## src/rtl/sram_mem_ctrl.sv

```systemverilog
`timescale 1ns/1ps
// Memory-stage SRAM controller: performs 32-bit loads/stores on a 16-bit SRAM
// as a low then high half-word phase, freezing the pipeline via ready.
module sram_mem_ctrl #(
  parameter logic [31:0] BASE_ADDR    = 32'd1024,
  parameter int          PHASE_CYCLES = 2
) (
  input  logic        clk,
  input  logic        rst,
  input  logic        rd_en,
  input  logic        wr_en,
  input  logic [31:0] address,
  input  logic [31:0] write_data,
  output logic [31:0] read_data,
  output logic        ready,
  output logic [17:0] sram_addr,
  output logic [15:0] sram_dq_out,
  input  logic [15:0] sram_dq_in,
  output logic        sram_dq_oe,
  output logic        sram_we_n
);

  localparam logic [1:0] IDLE = 2'd0;
  localparam logic [1:0] LOW  = 2'd1;
  localparam logic [1:0] HIGH = 2'd2;
  localparam logic [1:0] DONE = 2'd3;
  localparam logic [3:0] LAST = 4'(PHASE_CYCLES - 1);

  logic [1:0]  state;
  logic [3:0]  cnt;
  logic [16:0] wa_q;
  logic [15:0] wdata_hi_q;
  logic        wr_q;
  logic        req;
  logic [16:0] wa;

  assign req   = rd_en | wr_en;
  assign wa    = 17'((address - BASE_ADDR) >> 2);
  assign ready = (state == DONE) || ((state == IDLE) && !req);

  // Operand latches: captured only when an access is accepted
  always_ff @(posedge clk) begin
    if (state == IDLE && req) begin
      wa_q       <= wa;
      wdata_hi_q <= write_data[31:16];
      wr_q       <= wr_en;
    end
  end

  // SRAM pins are registered so they never follow the request inputs combinationally
  always_ff @(posedge clk or posedge rst) begin
    if (rst) begin
      state       <= IDLE;
      cnt         <= 4'd0;
      read_data   <= 32'd0;
      sram_addr   <= 18'd0;
      sram_dq_out <= 16'd0;
      sram_dq_oe  <= 1'b0;
      sram_we_n   <= 1'b1;
    end else begin
      case (state)
        IDLE: begin
          if (req) begin
            state       <= LOW;
            cnt         <= 4'd0;
            sram_addr   <= {wa, 1'b0};
            sram_dq_out <= write_data[15:0];
            sram_dq_oe  <= wr_en;
            sram_we_n   <= ~wr_en;
          end
        end
        LOW: begin
          if (cnt == LAST) begin
            if (!wr_q) read_data[15:0] <= sram_dq_in;
            state       <= HIGH;
            cnt         <= 4'd0;
            sram_addr   <= {wa_q, 1'b1};
            sram_dq_out <= wdata_hi_q;
          end else begin
            cnt <= cnt + 4'd1;
          end
        end
        HIGH: begin
          if (cnt == LAST) begin
            if (!wr_q) read_data[31:16] <= sram_dq_in;
            state      <= DONE;
            cnt        <= 4'd0;
            sram_dq_oe <= 1'b0;
            sram_we_n  <= 1'b1;
          end else begin
            cnt <= cnt + 4'd1;
          end
        end
        default: state <= IDLE;
      endcase
    end
  end

endmodule

```

## config.mk

```make
export PLATFORM = sky130hd
export DESIGN_NAME = sram_mem_ctrl
export DESIGN_NICKNAME = d
export VERILOG_FILES = /design/src/rtl/sram_mem_ctrl.sv
export SDC_FILE = /design/constraint.sdc
export NUM_CORES = 1
export LEC_CHECK = 0
export ABC_AREA = 1
export ABC_CLOCK_PERIOD_IN_PS = 2900
export BUFFER_PORTS_ARGS = -buffer_cell sky130_fd_sc_hd__buf_2
export CAP_MARGIN = 20
export CORE_ASPECT_RATIO = 0.8
export CORE_MARGIN = 8
export CORE_UTILIZATION = 35
export DETAILED_ROUTE_END_ITERATION = 8
export SLEW_MARGIN = 20
export SYNTH_ARGS = -nofsm -noshare
export SYNTH_HDL_FRONTEND = slang
export SYNTH_SLANG_ARGS = --single-unit
```

## constraint.sdc

```tcl
create_clock -name clk -period 2.9 [get_ports clk]
set_input_delay 0.29 -clock clk [delete_from_list [all_inputs] [get_ports clk]]
set_output_delay 0.29 -clock clk [all_outputs]
set_load 0.02 [all_outputs]
```

==> impl_metrics.csv <==
group,metric,value,unit
outcome,outcome,"finished, final reports clean",
finish,finalNetCount,681,
setup_path,slowest_delay,440,ps
sta,fin_crit,2300,ps
synth,yosysUniqueCellTypes,32,
placed_design,placed_cell_area,0.00553,mm²
synth,synthesis.area,0.00471,mm²
routing,route.detailed.wl_per_inst,15.2,µm
finish,utilization,0.439,
clocking,post_cts_buffers,0,
placed_design,dp_cells,758,
sta,holdWs,51.5,ps
synth,synth-seq-cells,108,
worst_hold_path,min_path_type,"input pin to async pin",
synth,syn_area_per_cell,10.4,µm²
routing,drt-initial-drc-count,254,
setup_path,cp.depth,8,
finish,final_common_cell,"buf_2",
finish,drive_gt1_frac,0.343,
finish,instances_no_fill,774,
clocking,cts.sinks,108,
synth,synthCells,454,
floorplan,core,0.0134,mm²
setup_path,path_buf_inv,3,
routing,avgViaCountPerCell,4.55,
synth,yosysWarningCount,0,
sta,final.period_utilization,0.792,
setup_path,crit_path_start,"state[1]",
routing,drcViolationCount,0,
global_route,groute.usage.overall,0.138,
finish,antenna_cells,0,
setup_path,crit_slowest_cell,"dfrtp_1",
clocking,htree_num_levels,3,
finish,layout_common_cells,"buf_2 (137), nand2_1 (131), dfrtp_1 (73), inv_1 (38), o21ai_0 (37)",
setup_path,start_kind,"flop",
setup_path,worstSetupPathType,"flop to flop",
sta,slew_violations,0,
setup_path,timing.rr.start,"state[1]",
pwr,irDropWorstVdd,0.000568,V
sta,tightest_slew,703,ps
finish,final_area,0.00586,mm²
placed_design,port_buffers,137,
clocking,numCtsBuffers,9,
sta,fin_skew,5.12,ps
clocking,cts_resized,0,
setup_path,cp_cell_sequence,"inv_1, ha_2, buf_4, nand2_2, nand2_4, inv_4, o211ai_1, nand2_1",
pwr,leakagePower,2.93,nW
floorplan,std_cell_rows,38,
floorplan,ioPinCount,153,
floorplan,chipHeight,120,µm
floorplan,start_util,0.352,
clocking,clk_latency,340,ps
setup_path,r2r_cells,8,
finish,syn2layout_area_growth,24.6,%
global_route,grt_pass1_wl,19.2,mm
routing,ant_nets,0,
pwr,power_density,1190,mW/mm²
floorplan,dieArea,0.0174,mm²
global_route,grt_overflow,0,
setup_path,regToRegSetupSlack,600,ps
placed_design,hpwlAfterDp,8.42,mm
sta,max_freq,435,MHz
sta,finalSetupViolCount,0,
sta,rsz0062_at_grt,"no",
routing,wl,11.8,mm
setup_path,crit_family,"buffers and inverters",
floorplan,dieWidth,146,µm
routing,routed-via-count,3524,
sta,slew_headroom,0.531,
pwr,power,6.95,mW
setup_path,r2r-end,"sram_addr[10]",
clocking,cts_hold_buf,0,
clocking,clk_pin_slew,70,ps
placed_design,gp_congestion,0.805,
sta,finalHoldViolCount,0,
synth,syn-num-nets,546,
flow_run,cap_violations,0,
synth,yosysSeqAreaShare,0.611,
setup_path,crit_path_max_fanout,42,
global_route,antenna_found_initial,0,
clocking,cts_tree,"done",
setup_path,endpoint_kind,"flop",
setup_path,crit_arrival,2520,ps
clocking,clock-root-buffer,"clkbuf_16",
clocking,clk_path_buf_depth,2,
routing,dr.pass1.iters,4,
global_route,grt_pass1_vias,3632,
placed_design,pre_cts_ws,578,ps
sta,timing.final.ws_setup,603,ps
setup_path,endpoint,"sram_addr[10]",
global_route,grt_max_degree,43,
setup_path,cp_data_required_time,3130,ps
sta,final.setup.tns,0,ps
## flip-flops by register name, indices dropped and copies added (netlist names)
name	count
sram_we_n	1
read_data	32
wr_q	1
wa_q	17
sram_addr	18
state	2
sram_dq_out	16
wdata_hi_q	16
cnt	4
sram_dq_oe	1
## layout make-up
cell class	instances	area [µm²]
multi-input combinational	284	1540
timing repair buffer	143	731
clock inverter	4	52.6
fill	1318	7500
clock buffer	12	279
inverter	43	164
tap	180	225
sequential	108	2870
## where the power goes
group	switching [mW]	total (mW)	internal (mW)
logic	2.08	3.05	0.969
clock network	0.542	1.32	0.776
registers	0.305	2.59	2.28
total	2.93	6.95	4.03
## worst min path at each step
stage,end,slack (ps)
floorplan,wa_q[0],390
global placement,read_data[26],450
detailed placement,read_data[10],460
CTS,read_data[2],70
global route,read_data[2],100
finish,read_data[2],50
## cell usage after synthesis (all sizes together)
cell,number,area (µm²)
ha,8,100
mux2i,1,10.0
nand3,12,75.1
buf,16,120
edfxtp,34,1020
nand4,2,12.5
nand2,133,509
dfstp,1,26.3
nor2,22,82.6
nor3,1,5.00
a21o,1,7.51
or2,25,156
clkbuf,3,11.3
nor3b,1,7.51
inv,43,164
o211ai,26,295
a21oi,2,10.0
o21ai,46,230
xor2,4,35.0
dfrtp,73,1830
## logic make-up after synthesis
kind of cell             count (synthesis)  synth area share
XOR/XNOR                                 4           0.00744
buffers and inverters                   62            0.0627
AO/OA/AOI/OAI                           75             0.115
adder cells (fa/ha/maj)                  8            0.0213
AND/OR/NAND/NOR                        196             0.180
flip-flops                             108             0.611
multiplexers                             1           0.00213
## routing by layer
layer  wire length [µm]  track usage  up-vias
li1                   -            -     1747
met1               5000        0.160     1689
met2               6040        0.237       77
met3                561       0.0391       11
met4                175       0.0565        0
met5                  0            0        -
Power figures use the tool's default switching activity.
